$ cat src/rtl/seq_det_ctrl.sv
// Programmable serial pattern-detector controller: config handshake, arm/abort sequencing, match counting.
// Optional build macro SEQCTRL_OVERLAP_EN: when defined, overlapping occurrences are counted.
module seq_det_ctrl #(
  parameter int unsigned PAT_W = 8,
  parameter int unsigned CNT_W = 8
) (
  input  logic             clk,
  input  logic             rst,
  input  logic             cfg_valid,
  output logic             cfg_ready,
  input  logic [PAT_W-1:0] cfg_pattern,
  input  logic [3:0]       cfg_len,
  input  logic [CNT_W-1:0] cfg_target,
  input  logic             start,
  input  logic             abort,
  input  logic             x,
  input  logic             x_valid,
  output logic             match,
  output logic [CNT_W-1:0] count,
  output logic             busy,
  output logic             done,
  output logic [1:0]       state
);

  localparam int unsigned LEN_W = 4;

  typedef enum logic [1:0] {
    S_IDLE = 2'b00,
    S_RUN  = 2'b01,
    S_DONE = 2'b10
  } state_t;

  state_t           r_state;
  logic [PAT_W-1:0] r_sr;
  logic [LEN_W-1:0] r_fill;
  logic [PAT_W-1:0] r_pattern;
  logic [LEN_W-1:0] r_len;
  logic [CNT_W-1:0] r_target;
  logic [CNT_W-1:0] r_count;
  logic             r_match;
  logic             r_busy;
  logic             r_done;
  logic             r_cfg_ready;

  state_t           w_state_nxt;
  logic [PAT_W-1:0] w_sr_nxt;
  logic [LEN_W-1:0] w_fill_nxt;
  logic [CNT_W-1:0] w_count_nxt;
  logic             w_match_nxt;

  logic             w_cfg_acc;
  logic [LEN_W-1:0] w_len_clamp;
  logic [PAT_W-1:0] w_sr_shift;
  logic [PAT_W-1:0] w_mask;
  logic [LEN_W:0]   w_fill_p1;
  logic             w_full;
  logic             w_hit;
  logic [CNT_W-1:0] w_count_inc;

  assign w_cfg_acc   = cfg_valid && r_cfg_ready;
  assign w_len_clamp = (cfg_len == '0) ? LEN_W'(1) :
                       (cfg_len > LEN_W'(PAT_W)) ? LEN_W'(PAT_W) : cfg_len;

  // Mask wraps to all-ones when len == PAT_W.
  assign w_sr_shift  = {r_sr[PAT_W-2:0], x};
  assign w_mask      = (PAT_W'(1) << r_len) - PAT_W'(1);
  assign w_fill_p1   = (LEN_W+1)'(r_fill) + (LEN_W+1)'(1);
  assign w_full      = w_fill_p1 >= (LEN_W+1)'(r_len);
  assign w_hit       = (r_state == S_RUN) && x_valid && !abort && w_full &&
                       ((w_sr_shift & w_mask) == (r_pattern & w_mask));
  assign w_count_inc = (r_count == '1) ? r_count : r_count + CNT_W'(1);

  // Next-state and datapath update.
  always_comb begin
    w_state_nxt = r_state;
    w_sr_nxt    = r_sr;
    w_fill_nxt  = r_fill;
    w_count_nxt = r_count;
    w_match_nxt = 1'b0;
    case (r_state)
      S_IDLE: begin
        if (start) begin
          w_state_nxt = S_RUN;
          w_sr_nxt    = '0;
          w_fill_nxt  = '0;
          w_count_nxt = '0;
        end
      end
      S_RUN: begin
        if (abort) begin
          w_state_nxt = S_IDLE;
        end else if (x_valid) begin
          w_sr_nxt   = w_sr_shift;
          w_fill_nxt = w_full ? r_len : r_fill + LEN_W'(1);
          if (w_hit) begin
            w_match_nxt = 1'b1;
            w_count_nxt = w_count_inc;
`ifndef SEQCTRL_OVERLAP_EN
            w_fill_nxt  = '0;
`endif
            if ((r_target != '0) && (w_count_inc == r_target)) begin
              w_state_nxt = S_DONE;
            end
          end
        end
      end
      S_DONE: begin
        if (abort) begin
          w_state_nxt = S_IDLE;
        end else if (start) begin
          w_state_nxt = S_RUN;
          w_sr_nxt    = '0;
          w_fill_nxt  = '0;
          w_count_nxt = '0;
        end
      end
      default: w_state_nxt = S_IDLE;
    endcase
  end

  always_ff @(posedge clk) begin
    if (rst) begin
      r_state     <= S_IDLE;
      r_sr        <= '0;
      r_fill      <= '0;
      r_pattern   <= '0;
      r_len       <= LEN_W'(1);
      r_target    <= '0;
      r_count     <= '0;
      r_match     <= 1'b0;
      r_busy      <= 1'b0;
      r_done      <= 1'b0;
      r_cfg_ready <= 1'b1;
    end else begin
      r_state     <= w_state_nxt;
      r_sr        <= w_sr_nxt;
      r_fill      <= w_fill_nxt;
      r_count     <= w_count_nxt;
      r_match     <= w_match_nxt;
      r_busy      <= (w_state_nxt == S_RUN);
      r_done      <= (w_state_nxt == S_DONE);
      r_cfg_ready <= (w_state_nxt != S_RUN);
      if (w_cfg_acc) begin
        r_pattern <= cfg_pattern;
        r_len     <= w_len_clamp;
        r_target  <= cfg_target;
      end
    end
  end

  assign cfg_ready = r_cfg_ready;
  assign match     = r_match;
  assign count     = r_count;
  assign busy      = r_busy;
  assign done      = r_done;
  assign state     = r_state;

endmodule
$ cat config.mk
export PLATFORM = sky130hd
export DESIGN_NAME = seq_det_ctrl
export DESIGN_NICKNAME = d
export VERILOG_FILES = /design/src/rtl/seq_det_ctrl.sv
export SDC_FILE = /design/constraint.sdc
export NUM_CORES = 1
export LEC_CHECK = 0
export BUFFER_PORTS_ARGS = -buffer_cell sky130_fd_sc_hd__buf_4
export CAP_MARGIN = 30
export CORE_ASPECT_RATIO = 0.6
export CORE_MARGIN = 2
export CORE_UTILIZATION = 55
export DETAILED_ROUTE_END_ITERATION = 8
export PLACE_DENSITY = 0.86
export SLEW_MARGIN = 20
export SYNTH_ARGS = -nofsm -noshare
export SYNTH_HDL_FRONTEND = slang
export SYNTH_SLANG_ARGS = --single-unit
export TNS_END_PERCENT = 100
$ cat constraint.sdc
create_clock -name clk -period 8.4 [get_ports clk]
set_input_delay 0 -clock clk [delete_from_list [all_inputs] [get_ports clk]]
set_output_delay 0 -clock clk [all_outputs]
set_load 0.05 [all_outputs]
==> run summary, run 1 <==
Status -> finished, final reports clean
CTS buffer count -> 5
Critical Path RT -> 8.63 ns
Length of routed wiring on met1 -> 3299 um
Critical path class -> reg -> reg
PostCTS Resize Cnt -> 0
Root Driver -> clkbuf_8
Net Count, Synth -> 333
Fmax -> 321.1 MHz
DR WL/cell -> 15.43 um
Total core area -> 4212 sq um
Post-Syn Area -> 2461 sq um
Ports -> 41
FFs w/ async S/R, synth -> 0%
Reg power frac -> 51.5%
Die X -> 90.36 um
Critical Path End Type -> register
Antenna violations before repair -> 0
Vias -> 2328
Yosys warning total -> 0
Slew @ Worst Pin -> 0.7641 ns
# setup viols final -> 0
Number of global-route vias before repair -> 2271
Primary FF master, synth -> dfxtp_1
Clock Sinks -> 45
Slowest stage delay, CP -> 0.65 ns
First-pass GRT wire length -> 10820 um
Maximum capacitance violations -> 0
Crit path arrival time -> 3.35 ns
Die Y -> 55.82 um
Final period utilization -> 37.07%
DIE AREA -> 5043 sq um
Gpl congestion -> 0.9184
Yosys cell types -> 56
GRT overflow -> 0
Total power divided by cell area -> 149.1 nW/um^2
Layout cells sized above 1 -> 16.71%
Pre-CTS WS -> 5.336 ns
H-tree level count -> 2
Sw frac -> 29.01%
RSZ-0062 raised after global routing -> no
Sequential fraction of the synthesis area -> 36.60%
Static Leak -> 1.209 nW
Dpl hpwl -> 4302 um
Total negative slack -> 0 ns
Sw Pwr -> 0.0001310 W
Clock latency on the worst-skew pair -> 0.30 ns
CP bufs+invs -> 0
Drt first-iter violations -> 261
Nets@finish -> 380
Max Used Layer -> met4
Post-Syn Instances -> 299
DR WL met2 -> 2603 um
Worst hold-check path type -> in -> reg
Total track usage -> 26.57%
Worst setup margin -> 5.286 ns
Comb power frac -> 19.8%
Crit start category -> register
Pins over their slew limit -> 0
EDFF count, synth -> 0
First-pass iteration count of the detailed router -> 5
Syn Area/Cell -> 8.231 sq um
Final hold viol count -> 0
Worst path slowest cell -> a2111o_1
Clock Power Share -> 28.8%
Worst Skew -> 0.008324 ns
Crit Path Max Fanout -> 21
Minimum clock period -> 3.114 ns
Chain of cells forming the critical path -> or4_4 -> ha_1 -> xor2_1 -> a211o_1 -> a2111o_1 -> or4_1 -> nand3_1
PortBufs -> 40
Diodes inserted -> 0
CP delay by family, top -> simple AND/OR/NAND/NOR gates
Antenna Nets Post-Route -> 0
Rows -> 18
Yosys reg bits -> 45
Clock tree buffer depth -> 2
TritonCTS clock tree -> yes
DR WL met3 -> 364 um
Area growth, synth to finish -> 23.13%
Largest net degree at the start of global routing -> 50
Final wirelength -> 6280 um
Cell-internal power -> 0.0003207 W
Drc violations -> 0
Initial Util -> 58.44%
Cts hold-fix bufs -> 19
Detail-routed via count per cell -> 5.720
CTS clk-pin slew, worst paths -> 0.08 ns
Post-CTS setup buffers -> 0
Worst rel slew slack -> 48.94%
Maximum resistive drop on vdd -> 0.09865 mV
-- cell type report --
type | count | area (sq um)
clock buffers | 8 | 80.08
fillers | 326 | 1181
inverters | 7 | 26.28
multi-input cells | 227 | 1450
flip-flops and latches | 45 | 900.9
well taps | 60 | 75.07
repair buffers | 60 | 498.0
-- state kept, by name, indices dropped and copies added, names as in the netlist --
name,count
r_fill,4
r_pattern,8
r_len,4
busy,1
done,1
r_sr,7
cfg_ready,1
match,1
count,8
r_target,8
state,2
-- through the flow --
stage	utilization, %	cells	hold slack [ns]	instance area (sq um)	total power (W)
after floorplan	-	299	0.1020	2461	0.0002913
after global placement	65.54	380	0.2188	2760	0.0003152
after detailed placement	65.54	380	0.2180	2760	0.0003177
after CTS	71.95	407	0.0002562	3030	0.0004509
after global routing	71.95	407	0.01707	3030	0.0004739
final	71.95	407	0.007842	3030	0.0004518
-- cells by family (layout without fill, tap and decap cells) --
logic type / after synthesis / after routing / share of synthesized area (%)
simple gates: 118 / 118 / 24.86
compound gates: 78 / 78 / 21.51
flops: 45 / 45 / 36.60
buf+inv: 27 / 75 / 4.474
xor+xnor: 19 / 19 / 6.762
fa+ha+maj: 7 / 7 / 3.559
mux: 5 / 5 / 2.237
-- per-layer routing --
metal,GRT usage (%),vias to the layer above
met5,0,-
li1,-,1164
met4,3.956,0
met3,5.556,2
met1,39.95,1085
met2,39.85,77
-- synthesized netlist by cell type (3+ instances only) --
cell type / number / area share, %
clkbuf_1: 18 / 2.7
nor2_1: 14 / 2.1
o21ai_0: 9 / 1.8
xor2_1: 14 / 5.0
a211oi_1: 3 / 0.92
nand4_1: 3 / 0.76
nor4_1: 4 / 1.0
and2_1: 3 / 0.76
a31oi_1: 3 / 0.76
nand2b_1: 5 / 1.3
dfxtp_1: 45 / 37
a21oi_1: 34 / 6.9
a221oi_1: 3 / 1.1
inv_1: 7 / 1.1
ha_1: 7 / 3.6
a32oi_1: 4 / 1.4
xnor2_1: 5 / 1.8
nand4b_1: 3 / 1.1
mux2_2: 4 / 1.8
nand2_1: 55 / 8.4
nand3b_1: 6 / 1.8
nand3_1: 9 / 1.8
-- cells in the final DEF (no fill, tap or decap), drive strengths merged, types with 6 or more instances in the layout --
master,n
nand2,55
dfxtp,45
buf,41
a21oi,34
dlygate4sd3,19
nor2,14
xor2,14
nand3,9
o21ai,9
clkbuf,8
inv,7
ha,7
nand3b,6
-- final timing paths --
| kind | slack [ns] | depth (start not counted) | start | to |
|---|---|---|---|---|
| max | 5.29 | 7 | r_len[0]$_SDFFE_PP1P_ | count[6]$_SDFFE_PP0P_ |
| min | 0.008 | 3 | cfg_len[1] | r_len[1]$_SDFFE_PP0P_ |
| max reg2reg | 5.29 | 7 | r_len[0]$_SDFFE_PP1P_ | count[6]$_SDFFE_PP0P_ |
| min reg2reg | 0.47 | 2 | r_pattern[6]$_SDFFE_PP0P_ | r_pattern[6]$_SDFFE_PP0P_ |
-- power by group through the flow --
stage,Clock (W),Combinational (W),Sequential [W]
after CTS,0.000130,0.0000884,0.000232
after floorplan,0,0.0000506,0.000241
final,0.000130,0.0000892,0.000232
after global routing,0.000142,0.0000981,0.000234
after detailed placement,0,0.0000809,0.000237
after global placement,0,0.0000786,0.000237
-- worst register-to-register path, stage by stage (launching register included) --
cell and delay [ns]:
dfxtp_1 0.39, or4_4 0.57, ha_1 0.26, xor2_1 0.18, a211o_1 0.32, a2111o_1 0.65, or4_1 0.60, nand3_1 0.08
No activity file was read; power rests on OpenSTA's default activity.
==> run 2: changes to the inputs <==
--- a/config.mk
+++ b/config.mk
@@ -9,9 +9,9 @@
 export CAP_MARGIN = 30
 export CORE_ASPECT_RATIO = 0.6
 export CORE_MARGIN = 2
-export CORE_UTILIZATION = 55
+export CORE_UTILIZATION = 50
 export DETAILED_ROUTE_END_ITERATION = 8
-export PLACE_DENSITY = 0.86
+export PLACE_DENSITY = 0.83
 export SLEW_MARGIN = 20
 export SYNTH_ARGS = -nofsm -noshare
 export SYNTH_HDL_FRONTEND = slang
==> constraint.sdc (replaced) <==
create_clock -name clk -period 2.8 [get_ports clk]
set_input_delay 0 -clock clk [delete_from_list [all_inputs] [get_ports clk]]
set_output_delay 0 -clock clk [all_outputs]
set_load 0.05 [all_outputs]
==> run 2 against run 1 <==
Effect of this change:
- critical endpoint is now done$_SDFF_PP0_
- clock power grew to 3.4 times the previous value
- largest power group unchanged
- sequential share of layout area is 1.3 points lower
- setup slack worse by 5.2 ns
==> run summary, run 2 (same netlist as run 1, synthesis figures left out) <==
Critical path class -> reg -> reg
Comb power frac -> 20.6% (+0.8 points)
Final wirelength -> 6739 um (+7.3%)
Root Driver -> clkbuf_8
Vias -> 2437 (+4.7%)
Minimum clock period -> 2.675 ns (-0.4388 ns)
Total track usage -> 25.95% (-0.62 points)
GRT overflow -> 0 (unchanged)
Most common cell after layout, fill and taps aside -> nand2_1
Die Y -> 58.35 um (+4.5%)
Maximum resistive drop on vdd -> 0.2782 mV (+180%)
PortBufs -> 40 (unchanged)
DIE AREA -> 5518 sq um (+9.4%)
Gpl congestion -> 0.9099 (-0.93%)
Largest net degree at the start of global routing -> 50 (unchanged)
Antenna violations before repair -> 0 (unchanged)
Clock tree buffer depth -> 2 (unchanged)
Initial Util -> 52.82% (-5.6 points)
CTS clk-pin slew, worst paths -> 0.09 ns (about the same)
Final period utilization -> 95.55% (+58 points)
Cell-internal power -> 0.001023 W (+220%)
Total core area -> 4659 sq um (+11%)
Pins over their slew limit -> 0 (unchanged)
Pre-CTS WS -> 0.04980 ns (-5.287 ns)
Placed cell area -> 2831 sq um (+2.6%)
Slew @ Worst Pin -> 0.7607 ns (-0.003452 ns)
Ports -> 41 (unchanged)
Detail-routed via count per cell -> 5.775 (+0.96%)
Rows -> 19 (+1)
Layout Cells excl Fill -> 422 (+3.7%)
Sw frac -> 28.57% (-0.44 points)
Crit start category -> register
Dpl hpwl -> 4453 um (+3.5%)
Total power divided by cell area -> 451.2 nW/um^2 (+200%)
First-pass iteration count of the detailed router -> 5 (unchanged)
Maximum capacitance violations -> 0 (unchanged)
CTS buffer count -> 5 (unchanged)
Crit path arrival time -> 2.89 ns (-0.46 ns)
Fmax -> 373.8 MHz (+16%)
TritonCTS clock tree -> yes
Reg power frac -> 48.2% (-3.3 points)
Status -> finished, final reports clean
Fillers -> 407 (+25%)
Final hold viol count -> 0 (unchanged)
Area growth, synth to finish -> 28.93%
RSZ-0062 raised after global routing -> no
Sw Pwr -> 0.0004090 W (+210%)
First-pass GRT wire length -> 10920 um (+0.89%)
Drc violations -> 0 (unchanged)
Total negative slack -> 0 ns (unchanged)
Nets@finish -> 392 (+3.2%)
Drt first-iter violations -> 181 (-31%)
Die X -> 94.58 um (+4.7%)
Clock Sinks -> 45 (unchanged)
Worst setup margin -> 0.1247 ns (-5.161 ns)
Worst Skew -> 0.008383 ns (+0.00005854 ns)
Worst rel slew slack -> 49.17% (+0.23 points)
Critical Path End Type -> register
Post-Place Cells -> 392 (+3.2%)
Number of global-route vias before repair -> 2199 (-3.2%)
Diodes inserted -> 0 (unchanged)
Crit Path Max Fanout -> 15 (-29%)
Fin util -> 68.10% (-3.9 points)
Worst hold-check path type -> in -> reg
# setup viols final -> 0 (unchanged)
Layout cells sized above 1 -> 20.33% (+3.6 points)
Static Leak -> 1.279 nW (+5.8%)
Critical Path RT -> 3.01 ns (-5.62 ns)
Antenna Nets Post-Route -> 0 (unchanged)
Post-Layout Inst Area -> 3173 sq um (+4.7%)
Clock Power Share -> 31.2% (+2.4 points)
DR WL/cell -> 15.97 um (+3.5%)
Clock latency on the worst-skew pair -> 0.30 ns (about the same)
Most frequent cells in the layout -> nand2_1, buf_4, dfxtp_1
H-tree level count -> 2 (unchanged)
-- run 2: cell count changes in the layout (fill, tap and decap cells not counted) --
cell,previous run,this run
ha_1,7,6
ha_2,0,1
clkinv_2,0,1
o311ai_2,0,1
a221oi_2,0,1
buf_4,41,49
clkbuf_1,3,0
dlygate4sd3_1,19,22
a221oi_1,3,2
clkbuf_8,5,7
o311ai_1,1,0
buf_6,0,1
-- run 2: final cells by class --
cell class	count	area, sq um	share of cell area, %
timing repair buffer	72	599.3	18.89
clock buffer	7	96.34	3.036
multi-input combinational	227	1466	46.21
clock inverter	1	5.005	0.1577
sequential	45	900.9	28.39
inverter	7	26.28	0.8281
tap	63	78.83	2.484
-- run 2: per-stage QoR --
stage | power [W] | hold WS (ns)
detailed placement | 0.0009650 | 0.2183
floorplan | 0.0008739 | 0.1020
CTS | 0.001429 | 0.03778
finish | 0.001432 | 0.05222
global placement | 0.0009572 | 0.2167
global route | 0.001497 | 0.07219
-- run 2: final timing paths --
| kind | end | from | cells past startpoint | slack (ns) |
|---|---|---|---|---|
| setup reg to reg | done$_SDFF_PP0_ | r_len[0]$_SDFFE_PP1P_ | 8 | 0.12 |
| hold reg to reg | r_pattern[0]$_SDFFE_PP0P_ | r_pattern[0]$_SDFFE_PP0P_ | 2 | 0.47 |
| setup / recovery | done$_SDFF_PP0_ | r_len[0]$_SDFFE_PP1P_ | 8 | 0.12 |
| hold / removal | state[1]$_SDFF_PP0_ | start | 4 | 0.05 |
-- run 2: timing repair --
item | in CTS | in global routing
hold buffers | 22 | 0
gates resized for setup | 0 | 4
setup buffers | 0 | 0
setup endpoints to repair | 0 | 6
endpoints found under the hold margin | 22 | 0
-- run 2: routing by layer --
layer  global-route usage [%]  vias up  routed length (um)
met4                    7.453        0                 116
li1                         -     1187                   -
met1                    38.26     1133                3242
met2                    37.86      104                2906
met5                        0        -                   0
met3                    6.402       13                 473
-- run 2: critical path, cell delays in order (launching register included) --
cell and delay, ns:
dfxtp_1 0.32, or4_4 0.55, ha_2 0.23, xor2_1 0.16, a211o_1 0.30, a2111o_1 0.39
buf_6 0.17, nand4b_4 0.19, a221oi_1 0.26
-- run 2: power groups by stage --
stage / logic (W) / registers (W) / clock network (W)
after floorplan: 0.000152 / 0.000722 / 0
after global placement: 0.000254 / 0.000703 / 0
after detailed placement: 0.000261 / 0.000704 / 0
after CTS: 0.000287 / 0.000689 / 0.000453
after global routing: 0.000323 / 0.000694 / 0.000479
final: 0.000295 / 0.000690 / 0.000447
==> run 3: changes to the inputs <==
--- a/config.mk
+++ b/config.mk
@@ -9,9 +9,9 @@
 export CAP_MARGIN = 30
 export CORE_ASPECT_RATIO = 0.6
 export CORE_MARGIN = 2
-export CORE_UTILIZATION = 50
+export CORE_UTILIZATION = 55
 export DETAILED_ROUTE_END_ITERATION = 8
-export PLACE_DENSITY = 0.83
+export PLACE_DENSITY = 0.86
 export SLEW_MARGIN = 20
 export SYNTH_ARGS = -nofsm -noshare
 export SYNTH_HDL_FRONTEND = slang
==> constraint.sdc (replaced) <==
create_clock -name clk -period 2.9 [get_ports clk]
set_input_delay 0 -clock clk [delete_from_list [all_inputs] [get_ports clk]]
set_output_delay 0 -clock clk [all_outputs]
set_load 0.05 [all_outputs]
==> run 3 against run 2 <==
Effect of this change:
- cell count down 1.9%
- cell area down 1.8%
- critical path depth unchanged
- setup slack worse by 0.0088 ns
- sequential share of layout area up 0.51 points
- wire length down 1.1%
- non-clock buffer count down 5
- via count up 0.90%
==> run summary, run 3 (same netlist as run 1, synthesis figures left out) <==
GR peak layer -> met2
Met3 Use GR -> 6.369% (-0.033 points)
Routing usage on met2 -> 41.14% (+3.3 points)
Reg power frac -> 48.8% (+0.6 points)
Crit path arrival time -> 2.99 ns (+0.10 ns)
Pins over their slew limit -> 0 (unchanged)
Critical path class -> reg -> reg
Cell-internal power -> 0.0009801 W (-4.2%)
Status -> finished, final reports clean
Fmax -> 359.2 MHz (-3.9%)
PortBufs -> 40 (unchanged)
Area growth, synth to finish -> 26.64%
R2R setup slack -> 0.12 ns (about the same)
Number of global-route vias before repair -> 2335 (+6.2%)
Critical Path RT -> 3.11 ns (+0.10 ns)
GRT overflow -> 0 (unchanged)
Worst R2R End -> done$_SDFF_PP0_
Hold EP -> cfg_ready$_SDFF_PP1_
Drt first-iter violations -> 167 (-7.7%)
TritonCTS clock tree -> yes
Clock Power Share -> 31.0% (-0.2 points)
Clock tree buffer depth -> 2 (unchanged)
Clock latency on the worst-skew pair -> 0.29 ns (about the same)
Total power divided by cell area -> 439.5 nW/um^2 (-2.6%)
Final wirelength -> 6666 um (-1.1%)
Final period utilization -> 96.01% (+0.46 points)
First-pass iteration count of the detailed router -> 5 (unchanged)
Gpl congestion -> 0.8621 (-5.3%)
Drc violations -> 0 (unchanged)
Nets@finish -> 387 (-1.3%)
Static Leak -> 1.258 nW (-1.7%)
Fillers -> 334 (-18%)
Die X -> 90.36 um (-4.5%)
Root Driver -> clkbuf_8
Total core area -> 4212 sq um (-9.6%)
Layout cells sized above 1 -> 19.77% (-0.56 points)
Die Y -> 55.82 um (-4.3%)
Vias -> 2459 (+0.90%)
Maximum resistive drop on vdd -> 0.2656 mV (-4.5%)
Crit Path Max Fanout -> 10 (-5)
Comb power frac -> 20.2% (-0.4 points)
Slew @ Worst Pin -> 0.7570 ns (-0.003657 ns)
Total track usage -> 27.14% (+1.2 points)
Worst Skew -> 0.007125 ns (-0.001258 ns)
Sw frac -> 28.45% (-0.12 points)
DR WL/cell -> 16.10 um (+0.83%)
Hold Crit Start -> abort
H-tree level count -> 2 (unchanged)
Launch point of the critical path -> r_len[1]$_SDFFE_PP0P_
Min-Delay Path Depth -> 3 (-1)
Minimum clock period -> 2.784 ns (+0.1088 ns)
R2r worst-path depth -> 8 (unchanged)
Met1 Track Usage GR -> 39.19% (+0.93 points)
Worst hold-check path type -> in -> reg
Most frequent cells in the layout -> nand2_1, buf_4, dfxtp_1
Initial Util -> 58.44% (+5.6 points)
Detail-routed via count per cell -> 5.940 (+2.9%)
Antenna Nets Post-Route -> 0 (unchanged)
Pre-CTS WS -> 0.1200 ns (+0.07016 ns)
DIE AREA -> 5043 sq um (-8.6%)
Placed cell area -> 2813 sq um (-0.66%)
Fin util -> 74.00% (+5.9 points)
# setup viols final -> 0 (unchanged)
Worst hold slack -> 0.009329 ns (-0.04289 ns)
Worst setup margin -> 0.1158 ns (-0.008840 ns)
Maximum capacitance violations -> 0 (unchanged)
Diodes inserted -> 0 (unchanged)
CTS clk-pin slew, worst paths -> 0.08 ns (about the same)
Largest net degree at the start of global routing -> 50 (unchanged)
Ports -> 41 (unchanged)
Sw Pwr -> 0.0003897 W (-4.7%)
Worst rel slew slack -> 49.41% (+0.24 points)
Most common cell after layout, fill and taps aside -> nand2_1
First-pass GRT wire length -> 11060 um (+1.3%)
Post-Layout Inst Area -> 3117 sq um (-1.8%)
Critical Path End Type -> register
Dpl hpwl -> 4395 um (-1.3%)
Final hold viol count -> 0 (unchanged)
Reg2reg start -> r_len[1]$_SDFFE_PP0P_
Post-CTS setup buffers -> 0 (unchanged)
Antenna violations before repair -> 0 (unchanged)
Clock Sinks -> 45 (unchanged)
Rows -> 18 (-1)
CTS buffer count -> 5 (unchanged)
Crit start category -> register
==> run 3: cell count changes in the layout (fill, tap and decap cells not counted) <==
| cell | previous run | this run |
|---|---|---|
| a221oi_1 | 2 | 1 |
| o311ai_2 | 1 | 0 |
| buf_4 | 49 | 48 |
| ha_2 | 1 | 0 |
| a221oi_2 | 1 | 2 |
| buf_6 | 1 | 0 |
| o311ai_1 | 0 | 1 |
| dlygate4sd3_1 | 22 | 19 |
| ha_1 | 6 | 7 |
==> run 3: stage by stage <==
stage                 TNS, ns  total power [W]  cells
floorplan                   0        0.0008437    299
global placement            0        0.0009228    387
detailed placement          0        0.0009290    387
CTS                         0         0.001367    414
global route        -0.007262         0.001435    414
finish                      0         0.001370    414
==> run 3: per-layer routing <==
metal	vias to the layer above	wire length (um)
met4	0	40
li1	1183	-
met5	-	0
met1	1165	3177
met3	6	551
met2	105	2896
==> run 3: how the worst max path moves through the flow <==
| stage | to | slack [ns] | cells past startpoint |
|---|---|---|---|
| after detailed placement | done$_SDFF_PP0_ | 0.12 | 8 |
| after CTS | done$_SDFF_PP0_ | 0.08 | 8 |
| final | done$_SDFF_PP0_ | 0.12 | 8 |
| after global routing | state[1]$_SDFF_PP0_ | -0.007 | 8 |
| after floorplan | count[5]$_SDFFE_PP0P_ | 0.23 | 8 |
| after global placement | count[5]$_SDFFE_PP0P_ | 0.21 | 8 |
==> run 3: cell type report <==
| type | count | area [sq um] | area share (%) |
|---|---|---|---|
| Multi-Input combinational cell | 227 | 1463 | 46.93 |
| Sequential cell | 45 | 900.9 | 28.90 |
| Timing Repair Buffer | 67 | 550.5 | 17.66 |
| Clock buffer | 7 | 96.34 | 3.091 |
| Tap cell | 60 | 75.07 | 2.409 |
| Inverter | 7 | 26.28 | 0.8430 |
| Clock inverter | 1 | 5.005 | 0.1606 |
==> run 3: worst max-delay path, stage by stage (launching register included) <==
cell	delay, ns
dfxtp_1	0.37
or4_4	0.54
ha_1	0.26
xor2_1	0.17
a211o_1	0.31
a2111o_1	0.38
buf_4	0.19
nand4b_4	0.21
a221oi_2	0.27
==> run 3: power by group through the flow <==
stage	registers (W)	clock network (W)	logic (W)
global route	0.000673	0.000462	0.000300
floorplan	0.000697	0	0.000146
finish	0.000669	0.000425	0.000276
detailed placement	0.000681	0	0.000248
CTS	0.000667	0.000430	0.000270
global placement	0.000681	0	0.000242
==> run 3: what timing repair did <==
item | CTS | global route
resized for setup | 0 | 2
setup endpoints to repair | 0 | 1
hold buffers | 19 | 0
hold endpoints to repair | 20 | 0
